[src/rtl/li_pkg.sv]
// Shared constants, FSM state type and RV32I encoders for the li pseudo-instruction expander.
package li_pkg;

  localparam int unsigned XLEN  = 32;
  localparam int unsigned REG_W = 5;

  localparam logic [6:0]      OPC_OPIMM = 7'b0010011;
  localparam logic [6:0]      OPC_LUI   = 7'b0110111;
  localparam logic [2:0]      F3_ADDI   = 3'b000;
  localparam logic [XLEN-1:0] NOP_INSTR = 32'h0000_0013;

  typedef enum logic [1:0] {
    IDLE  = 2'd0,
    EMIT1 = 2'd1,
    EMIT2 = 2'd2
  } state_e;

  function automatic logic [XLEN-1:0] enc_addi(input logic [REG_W-1:0] rd,
                                               input logic [REG_W-1:0] rs1,
                                               input logic [11:0]      imm12);
    return {imm12, rs1, F3_ADDI, rd, OPC_OPIMM};
  endfunction

  function automatic logic [XLEN-1:0] enc_lui(input logic [REG_W-1:0] rd,
                                              input logic [19:0]      imm20);
    return {imm20, rd, OPC_LUI};
  endfunction

endpackage

[src/rtl/li_split.sv]
// Splits a 32-bit constant into the LUI upper part and the sign-extended ADDI lower part.
module li_split #(
  parameter int unsigned IMM_W = 12
) (
  input  logic [31:0]       imm,
  output logic              fits,
  output logic              two_beats,
  output logic [31-IMM_W:0] hi,
  output logic [IMM_W-1:0]  lo
);

  localparam int unsigned HI_W = 32 - IMM_W;

  always_comb begin
    fits      = (&imm[31:IMM_W-1]) || !(|imm[31:IMM_W-1]);
    lo        = imm[IMM_W-1:0];
    // Adding 2^(IMM_W-1) only carries into the upper part when the lo sign bit is set.
    hi        = imm[31:IMM_W] + HI_W'(imm[IMM_W-1]);
    two_beats = !fits && (lo != '0);
  end

endmodule

[src/rtl/li_expander.sv]
// Streaming expander for `li rd, imm32` into ADDI / LUI / LUI+ADDI beats.
// Optional round-trip self check enabled by defining LI_ROUNDTRIP_CHECK_EN.
module li_expander
  import li_pkg::*;
#(
  parameter int unsigned IMM_W     = 12,
  parameter bit          NOP_ON_X0 = 1'b1
) (
  input  logic        clk,
  input  logic        rst_n,
  input  logic        in_valid,
  output logic        in_ready,
  input  logic [4:0]  in_rd,
  input  logic [31:0] in_imm,
  output logic        out_valid,
  input  logic        out_ready,
  output logic [31:0] out_instr,
  output logic        out_last,
  output logic        chk_err
);

  localparam int unsigned HI_W = 32 - IMM_W;

  state_e             state_q, state_d;
  logic [REG_W-1:0]   rd_q, rd_d;
  logic [IMM_W-1:0]   lo_q, lo_d;
  logic               out_valid_q, out_valid_d;
  logic [XLEN-1:0]    out_instr_q, out_instr_d;
  logic               out_last_q, out_last_d;

  logic               sp_fits, sp_two;
  logic [HI_W-1:0]    sp_hi;
  logic [IMM_W-1:0]   sp_lo;
  logic               hs, last_hs, accept, is_nop;

  li_split #(.IMM_W(IMM_W)) u_split (
    .imm       (in_imm),
    .fits      (sp_fits),
    .two_beats (sp_two),
    .hi        (sp_hi),
    .lo        (sp_lo)
  );

  // Next-state and first/second beat selection.
  always_comb begin
    state_d     = state_q;
    rd_d        = rd_q;
    lo_d        = lo_q;
    out_valid_d = out_valid_q;
    out_instr_d = out_instr_q;
    out_last_d  = out_last_q;

    hs       = out_valid_q && out_ready;
    last_hs  = hs && out_last_q;
    in_ready = (state_q == IDLE) || last_hs;
    accept   = in_valid && in_ready;
    is_nop   = NOP_ON_X0 && (in_rd == '0);

    case (state_q)
      EMIT1: begin
        if (hs && !out_last_q) begin
          state_d     = EMIT2;
          out_instr_d = enc_addi(rd_q, rd_q, lo_q);
          out_last_d  = 1'b1;
        end else if (last_hs) begin
          state_d     = IDLE;
          out_valid_d = 1'b0;
        end
      end
      EMIT2: begin
        if (last_hs) begin
          state_d     = IDLE;
          out_valid_d = 1'b0;
        end
      end
      default: ;
    endcase

    // A new accept on the last handshake overrides the return to IDLE.
    if (accept) begin
      state_d     = EMIT1;
      out_valid_d = 1'b1;
      rd_d        = in_rd;
      lo_d        = sp_lo;
      if (is_nop) begin
        out_instr_d = NOP_INSTR;
        out_last_d  = 1'b1;
      end else if (sp_fits) begin
        out_instr_d = enc_addi(in_rd, '0, sp_lo);
        out_last_d  = 1'b1;
      end else begin
        out_instr_d = enc_lui(in_rd, sp_hi);
        out_last_d  = !sp_two;
      end
    end
  end

  always_ff @(posedge clk or negedge rst_n) begin
    if (!rst_n) begin
      state_q     <= IDLE;
      rd_q        <= '0;
      lo_q        <= '0;
      out_valid_q <= 1'b0;
      out_instr_q <= '0;
      out_last_q  <= 1'b0;
    end else begin
      state_q     <= state_d;
      rd_q        <= rd_d;
      lo_q        <= lo_d;
      out_valid_q <= out_valid_d;
      out_instr_q <= out_instr_d;
      out_last_q  <= out_last_d;
    end
  end

  assign out_valid = out_valid_q;
  assign out_instr = out_instr_q;
  assign out_last  = out_last_q;

`ifdef LI_ROUNDTRIP_CHECK_EN
  logic [XLEN-1:0] imm_q, imm_d;
  logic [XLEN-1:0] acc_q, acc_d;
  logic            nop_q, nop_d;
  logic            chk_err_q, chk_err_d;

  // Replays emitted beats into a shadow register and compares on the last beat.
  always_comb begin
    imm_d     = imm_q;
    acc_d     = acc_q;
    nop_d     = nop_q;
    chk_err_d = chk_err_q;
    if (hs && !nop_q) begin
      if (out_instr_q[6:0] == OPC_LUI) begin
        acc_d = {out_instr_q[31:12], 12'b0};
      end else begin
        acc_d = ((out_instr_q[19:15] == '0) ? '0 : acc_q)
              + {{20{out_instr_q[31]}}, out_instr_q[31:20]};
      end
      if (out_last_q && (acc_d != imm_q)) begin
        chk_err_d = 1'b1;
      end
    end
    if (accept) begin
      imm_d = in_imm;
      nop_d = is_nop;
    end
  end

  always_ff @(posedge clk or negedge rst_n) begin
    if (!rst_n) begin
      imm_q     <= '0;
      acc_q     <= '0;
      nop_q     <= 1'b0;
      chk_err_q <= 1'b0;
    end else begin
      imm_q     <= imm_d;
      acc_q     <= acc_d;
      nop_q     <= nop_d;
      chk_err_q <= chk_err_d;
    end
  end

  assign chk_err = chk_err_q;
`else
  assign chk_err = 1'b0;
`endif

endmodule

[config.mk]
export PLATFORM = sky130hd
export DESIGN_NAME = li_expander
export DESIGN_NICKNAME = d
export VERILOG_FILES = /design/src/rtl/li_pkg.sv /design/src/rtl/li_split.sv /design/src/rtl/li_expander.sv
export SDC_FILE = /design/constraint.sdc
export NUM_CORES = 1
export LEC_CHECK = 0
export CAP_MARGIN = 20
export CORE_MARGIN = 5
export CORE_UTILIZATION = 25
export DETAILED_ROUTE_END_ITERATION = 6
export PLACE_DENSITY = 0.43
export SYNTH_ARGS = -nofsm -noshare
export SYNTH_HDL_FRONTEND = slang
export SYNTH_HIERARCHICAL = 1
export SYNTH_SLANG_ARGS = --single-unit
[constraint.sdc]
create_clock -name clk -period 2.02 [get_ports clk]
set_input_delay 0.404 -clock clk [delete_from_list [all_inputs] [get_ports clk]]
set_output_delay 0.404 -clock clk [all_outputs]
set_load 0.02 [all_outputs]
-- Word level (Yosys, flattened, before mapping)
Index checks and enable logic that the tools add are counted.
- $add $sub $neg: 1
- equal/unequal tests: 3
- multiplexer cells: 18
- reduce and logical (&&, ||, !) cells: 21
- operators with widths (operator ; number):
    two-way mux 32 bit ; 5
    AND reduction 21 bit ; 1
    OR reduction 21 bit ; 1
    adder 20 x 1 -> 20 bit ; 1
    nonzero test 12 bit ; 1
    two-way mux 1 bit ; 8
    two-way mux 2 bit ; 3
    logical AND 1 bit ; 5
    logical NOT 5 bit ; 1
    logical NOT 1 bit ; 4
    one-hot mux 2 bit (2 select lines) ; 1
    AND reduction 2 bit ; 2
    nonzero test 2 bit ; 2
    inequality test 3 bit, second input constant ; 1
    nonzero test 3 bit ; 1
    == test 2 x 1 -> 1 bit, second input constant ; 1
    == test 2 bit, second input constant ; 1
    logical NOT 2 bit ; 1
    logical OR 1 bit ; 2
    one-hot mux 1 bit (2 select lines) ; 1
- register bits after elaboration: 53
- bits of input ports: 41
- output and inout bits: 36
- word-level logic and storage cells: 49

-- Longest topological paths before layout
Gate-level depths: netlist of run 1.
- depth after elaboration: 9
- mapped depth: 10
- depth with buffers taken out: 9

-- Cells and area by module
The synthesis of run 1 kept the hierarchy.
- by module, submodules not included (module ; instances ; cells an instance ; area an instance (um^2) ; sequential area each (um^2)):
    li_expander ; 1 ; 207 ; 2195.9 ; 1201.2
    li_split ; 1 ; 81 ; 593.1 ; 0.0

-- Least setup slack after synthesis of run 1
OpenSTA, ideal clock, no wires.
- path type: input port to flip-flop
- start point: input in_imm[11]
- end point: register out_instr_q[18] (netlist: out_instr[18])
- library setup time: 0.065 ns
- arrival: 1.954 ns
- data required time: 1.955 ns
- setup slack: 0.000 ns
- stages on the path: 8
- path buffers: 1
- path through: ha_1 nand4_4 nor3_1 a41o_1 clkbuf_1 a21oi_1 a21o_1 o221a_2
- cells in the longest elaborated chain, start to end: 6
- elaborated cells on any way between the ends: 8
- those cells by class: 1 x add/sub; 3 x mux; 4 x reduce/logical
- RTL lines (what ; line ; text):
    start: declaration ; li_expander.sv:14 ; input logic [31:0] in_imm,
    OR reduction 21 bit ; li_split.sv:15 ; fits = (&imm[31:IMM_W-1]) || !(|imm[31:IMM_W-1]);
    logical NOT 1 bit ; li_split.sv:15 ;
    logical OR 1 bit * ; li_split.sv:15 ;
    named net sp_fits ; li_expander.sv:31 ; logic sp_fits, sp_two;
    two-way mux 32 bit * ; li_expander.sv:88 ; end else if (sp_fits) begin
    two-way mux 32 bit * ; li_expander.sv:85 ; if (is_nop) begin
    two-way mux 32 bit * ; li_expander.sv:80 ; if (accept) begin
    end signal: assignment ; li_expander.sv:111 ; out_instr_q <= out_instr_d;
    end: declaration ; li_expander.sv:28 ; logic [XLEN-1:0] out_instr_q, out_instr_d;
Mark *: on every way through the listed nets, which the timed path passes. The rest lies on a longest branch.
A chain may end at the register's enable or synchronous reset.

-- Worst setup path after layout of run 1
- start point: input in_imm[23]
- end point: register out_instr_q[30] (netlist: out_instr[30])
Same word-level chain as after synthesis.

==> impl_metrics.json, run 1 <==
{
  "place_ws_ns": -0.4804,
  "grt_max_degree": 29,
  "start_util_pct": 25.61,
  "cts_sinks": 48,
  "grt_overflow": 0,
  "met1_length_um": 4051,
  "cp-start-kind": "input pin",
  "diodes": 0,
  "fin_setup_tns_ns": 0,
  "placed_cells": 536,
  "antenna_found_initial": 0,
  "fin_util_pct": 38.98,
  "track_usage_pct": 12.98,
  "drv_cap": 0,
  "hold_slack_ns": 0.4383,
  "synth_compound_area_share_pct": 11.08,
  "powerDensity_nw_per_um2": 463.6,
  "layout-drive-gt1-share_pct": 23.40,
  "cts_tree": "yes",
  "port_buffers": 73,
  "skew_ns": 0.005124,
  "ff2ff_setup_slack_ns": 0.27,
  "die_w_um": 115.6,
  "h-tree-depth": 2,
  "combPwrFrac_pct": 13.3,
  "synth_ff_type": "dfrtp_1",
  "grt_first_pass_wirelength_um": 13630,
  "drc": 0,
  "ys_ff_latch": 48,
  "numCtsBuffers": 5,
  "p_int_mw": 1.504,
  "arrival_ns": 2.15,
  "wire_per_inst_um": 15.67,
  "required_ns": 2.21,
  "synth_area_leaders": "dfrtp_1, mux2i_1, nand2_1, buf_4, o22ai_1",
  "dpl.hpwl_um": 6681,
  "crit_path_max_fanout": 8,
  "syn-instance-count": 288,
  "path_buf_inv": 2,
  "ys_types": 46,
  "layout_common_cells": "nand2_1, clkdlybuf4s50_1, buf_4",
  "min_period_ns": 1.969,
  "async_reset_ff_share_pct": 100.0,
  "ioPinCount": 77,
  "rows": 38,
  "cp_cell_sequence": "clkdlybuf4s50_1 > nor4_2 > nand2_1 > nor2_2 > a41o_1 > buf_6 > mux2i_1 > o22ai_1",
  "swShare_pct": 23.55,
  "synth_top_family_by_area": "simple AND/OR/NAND/NOR gates",
  "hold_viol_final": 0,
  "cts_buffer_depth": 2,
  "p_leak_nw": 2.102,
  "place_area_um2": 4009,
  "clkTransAtPathRegs_ns": 0.09,
  "die_area_um2": 13370,
  "ys_seq_area_share_pct": 43.07,
  "cp_slowest_stage_delay_ns": 0.49,
  "synth_edf_count": 0,
  "setup_violations": 0,
  "switchingPower_mw": 0.4634,
  "synth_area_leader_cell": "dfrtp_1",
  "path_depth": 8,
  "crit_family": "buffers and inverters",
  "wl_met2_um": 4133,
  "synthAdderAreaFrac_pct": 1.346,
  "final_nets": 449,
  "vias_per_cell": 4.557,
  "status": "completed",
  "grt_pass1_vias": 2624,
  "max-vdd-ir-drop_v": 0.0002611,
  "clock-root-buffer": "clkbuf_8",
  "dr.max_layer_used": "met4",
  "path_class": "in -> reg",
  "synthXorXnorAreaFrac_pct": 5.922,
  "report.final.slew_viol_count": 0,
  "max_freq_ghz": 0.5079,
  "drtIter0Drc": 62,
  "core_um2": 10890,
  "met3_length_um": 281,
  "timing.final.crit_share_pct": 97.47,
  "worstRegToRegCells": 5,
  "synth_top_area_share_pct": 43.07,
  "p_seq_share_pct": 48.8,
  "syn_area_um2": 2789,
  "mostFrequentLayoutCell": "nand2_1",
  "slowest_stage": "clkdlybuf4s50_1",
  "wl_um": 8556,
  "final_cell_area_um2": 4244,
  "syn_to_final_growth_pct": 52.18,
  "stdcell_count": 546,
  "yosys.area_share.simple_pct": 19.65,
  "min_path_type": "in -> async",
  "nFillCells": 1120,
  "insertion_delay_ns": 0.30,
  "rsz0062_at_grt": "true",
  "worst_setup_path_end_kind": "register",
  "multiInputGateArea_um2": 1443,
  "final_antenna_net_count": 0,
  "regArea_um2": 1201,
  "num_vias": 2488,
  "synthMuxAreaShare_pct": 10.41,
  "yosys_warnings": 6,
  "r2r_end": "out_instr[25]",
  "synth_area_per_cell_um2": 9.684,
  "die_y_um": 115.6,
  "setup_slack_ns": 0.05109,
  "r2r-start": "out_last",
  "p_total_mw": 1.968,
  "place.gp.congestion": 0.7657,
  "p_clk_share_pct": 37.9,
  "firstDrtPassIters": 4
}
## worst register-to-register path, cell delays in order, from the launching register on
cell and delay, ns:
dfrtp_1 0.40, buf_4 0.16, or4b_1 0.56, buf_4 0.23, mux2i_1 0.19, o22ai_1 0.10
## flip-flops by register name (all words and copies together) (netlist names)
register	cells
out_instr	27
lo_q	12
out_valid	1
out_last	1
state_q	2
rd_q	5
## how the worst max path moves through the flow
stage	startpoint	endpoint	slack, ns
floorplan	in_imm[11]	out_instr[18]	0.0004
global placement	in_imm[11]	out_instr[24]	-0.46
detailed placement	in_imm[11]	out_instr[23]	-0.48
CTS	out_ready	in_ready	0.01
global route	in_imm[25]	out_instr[24]	0.0008
finish	in_imm[23]	out_instr[30]	0.05
## layer usage
| layer | track usage [%] | vias up |
|---|---|---|
| met5 | 0 | - |
| met4 | 3.248 | 0 |
| met3 | 2.245 | 5 |
| li1 | - | 1224 |
| met1 | 17.95 | 1213 |
| met2 | 21.22 | 46 |
## cell usage after synthesis (2+ instances only)
| master | count |
|---|---|
| nand2_1 | 64 |
| dfrtp_1 | 48 |
| mux2i_1 | 29 |
| buf_4 | 18 |
| o22ai_1 | 13 |
| nor2_1 | 9 |
| o21ai_0 | 9 |
| xnor2_1 | 9 |
| nor4_1 | 8 |
| xor2_1 | 8 |
| nand3_1 | 7 |
| inv_1 | 6 |
| a21o_1 | 5 |
| buf_2 | 4 |
| clkbuf_1 | 4 |
| o221a_1 | 4 |
| a32o_1 | 3 |
| ha_1 | 3 |
| nand4_1 | 3 |
| nor3_1 | 3 |
| a211oi_1 | 2 |
| and3_1 | 2 |
| buf_6 | 2 |
| nor4b_1 | 2 |
| o21a_1 | 2 |
## area by class of cell
type | count | share of cell area (%)
Clock buffer | 6 | 1.946
Clock inverter | 2 | 0.9139
Inverter | 6 | 0.5307
Multi-Input combinational cell | 206 | 33.99
Sequential cell | 48 | 28.30
Tap cell | 140 | 4.127
Timing Repair Buffer | 138 | 30.19
## cell families after synthesis
logic type                 Yosys count
buffers and inverters               36
other                                1
DFF                                 48
muxes                               29
and+or+nand+nor                    110
adders and majority gates            3
xor gates and xnor gates            18
AOI/OAI and AO/OA                   43
## power groups by stage
| stage | Clock, mW | Combinational, mW | Sequential (mW) |
|---|---|---|---|
| floorplan | 0 | 0.0736 | 0.979 |
| global route | 0.829 | 0.284 | 0.960 |
| detailed placement | 0 | 0.258 | 0.979 |
| global placement | 0 | 0.258 | 0.979 |
| finish | 0.746 | 0.261 | 0.960 |
| CTS | 0.788 | 0.261 | 0.960 |
## timing repair
item                       4_1_cts  5_1_grt
buffers inserted                 0        0
hold endpoints to repair         3        0
setup endpoints to repair       23       23
pin swaps                        2        7
gates resized for setup         20       17
hold buffers                     1        0
gates cloned                     1        0
Power figures use the tool's default switching activity.
==> run 2: changes to the inputs <==
--- a/config.mk
+++ b/config.mk
@@ -7,9 +7,9 @@
 export LEC_CHECK = 0
 export CAP_MARGIN = 20
 export CORE_MARGIN = 5
-export CORE_UTILIZATION = 25
+export CORE_UTILIZATION = 48
 export DETAILED_ROUTE_END_ITERATION = 6
-export PLACE_DENSITY = 0.43
+export PLACE_DENSITY = 0.76
 export SYNTH_ARGS = -nofsm -noshare
 export SYNTH_HDL_FRONTEND = slang
 export SYNTH_HIERARCHICAL = 1
==> run 2 against run 1 <==
Against the previous run: sequential power hardly changed; maximum frequency is 0.28% higher; sequential share of layout area is 1.4 points higher; setup slack better by 0.0054 ns; die area is 44% lower; clock skew is 0.00076 ns higher; critical path type unchanged; largest cell class unchanged.
==> impl_metrics.json, run 2 (synthesized netlist as in run 1, its figures left out) <==
{
  "cp-start-kind": "input pin",
  "ctsHoldBuffers": 0,
  "ff2ff_setup_slack_ns": 0.23,
  "grt_max_degree": 49,
  "insertion_delay_ns": 0.31,
  "numCtsBuffers": 5,
  "grt_util_met3_pct": 3.992,
  "setup_violations": 0,
  "firstDrtPassIters": 4,
  "worst_setup_path_end_kind": "register",
  "dpl.hpwl_um": 5643,
  "arrival_ns": 2.19,
  "layout-drive-gt1-share_pct": 20.87,
  "placed_cells": 456,
  "cts_tree": "yes",
  "final_antenna_net_count": 0,
  "timing.final.crit_share_pct": 97.20,
  "antenna_found_initial": 1,
  "place_ws_ns": -0.4328,
  "max_freq_ghz": 0.5093,
  "fin_util_pct": 72.53,
  "grtUsageMet2_pct": 35.46,
  "nFillCells": 405,
  "busiest_layer": "met2",
  "start_util_pct": 50.03,
  "rsz0062_at_grt": "true",
  "num_vias": 2518,
  "path_class": "in -> reg",
  "status": "completed",
  "final_nets": 436,
  "min_path_type": "in -> async",
  "clock-root-buffer": "clkbuf_8",
  "drc": 0,
  "die_w_um": 86.23,
  "drv_cap": 0,
  "max-vdd-ir-drop_v": 0.0003209,
  "layout_common_cells": "nand2_1, clkdlybuf4s50_1, dfrtp_1",
  "crit_path_max_fanout": 4,
  "place.gp.congestion": 0.8551,
  "syn_to_final_growth_pct": 44.95,
  "p_total_mw": 1.896,
  "cts_sinks": 48,
  "powerDensity_nw_per_um2": 469.0,
  "wire_per_inst_um": 16.31,
  "place_area_um2": 3859,
  "die_y_um": 86.23,
  "r2r-start": "out_last",
  "grt_first_pass_wirelength_um": 12370,
  "drtIter0Drc": 177,
  "final_cell_area_um2": 4043,
  "die_area_um2": 7435,
  "r2r_end": "out_instr[30]",
  "p_leak_nw": 1.999,
  "setup_slack_ns": 0.05653,
  "grt_overflow": 0,
  "core_um2": 5574,
  "grt_use_met1_pct": 27.21,
  "rows": 27,
  "track_usage_pct": 20.84,
  "worstRegToRegCells": 5,
  "clkTransAtPathRegs_ns": 0.09,
  "wl_um": 7599,
  "mostFrequentLayoutCell": "nand2_1",
  "cts_buffer_depth": 2,
  "cts_setup_buffers": 0,
  "largest_reg_flops": 27,
  "port_buffers": 73,
  "h-tree-depth": 2,
  "hold_viol_final": 0,
  "report.final.slew_viol_count": 0,
  "stdcell_count": 466,
  "min_period_ns": 1.963,
  "ioPinCount": 77,
  "vias_per_cell": 5.403,
  "grt_pass1_vias": 2535,
  "skew_ns": 0.005880,
  "required_ns": 2.25
}
## run 2: timing repair
item | in CTS | in global routing
setup endpoints to repair | 23 | 23
pin swaps | 4 | 3
cloned | 1 | 0
gates resized for setup | 24 | 8
## run 2: routing by layer
layer	up-vias	part of all wire, %
met4	0	1.3
li1	1203	-
met3	7	5.2
met5	-	0
met2	73	51
met1	1235	43
## run 2: layout make-up
cell class / instances / area, um^2 / share of cell area [%]
multi-input cells: 206 / 1423 / 35.19
clock inverters: 3 / 42.54 / 1.052
inverters: 6 / 22.52 / 0.5571
flip-flops and latches: 48 / 1201 / 29.71
repair buffers: 125 / 1192 / 29.50
diodes: 1 / 2.502 / 0.06190
well taps: 72 / 90.09 / 2.228
clock buffers: 5 / 68.82 / 1.702
## run 2: per-stage QoR
stage               TNS [ns]  hold slack, ns
floorplan                  0          0.1084
finish                     0         0.06540
global route        -0.01962         0.07927
CTS                        0         0.07255
global placement      -8.721          0.4050
detailed placement    -9.721          0.4042
## run 2: report_power, final
group	switching (mW)	internal [mW]
sequential	0	0.960
clock	0.327	0.366
combinational	0.115	0.128
total	0.442	1.45
## run 2: critical path, stage by stage
cell,delay (ns)
clkdlybuf4s50_1,0.56
nand3_1,0.17
buf_4,0.18
nor4_4,0.24
and3_4,0.27
xor2_2,0.13
mux2i_1,0.08
o22ai_1,0.16
## run 2: how the worst max path moves through the flow
stage,slack [ns],startpoint,cells after the start,end
6_report,0.06,in_imm[21],8,out_instr[31]
5_1_grt,-0.02,in_imm[11],9,out_instr[31]
4_1_cts,0.01,in_imm[24],8,out_instr[17]
3_5_place_dp,-0.43,in_imm[11],9,out_instr[31]
3_3_place_gp,-0.38,in_imm[11],11,out_instr[18]
2_1_floorplan,0.0004,in_imm[11],8,out_instr[18]
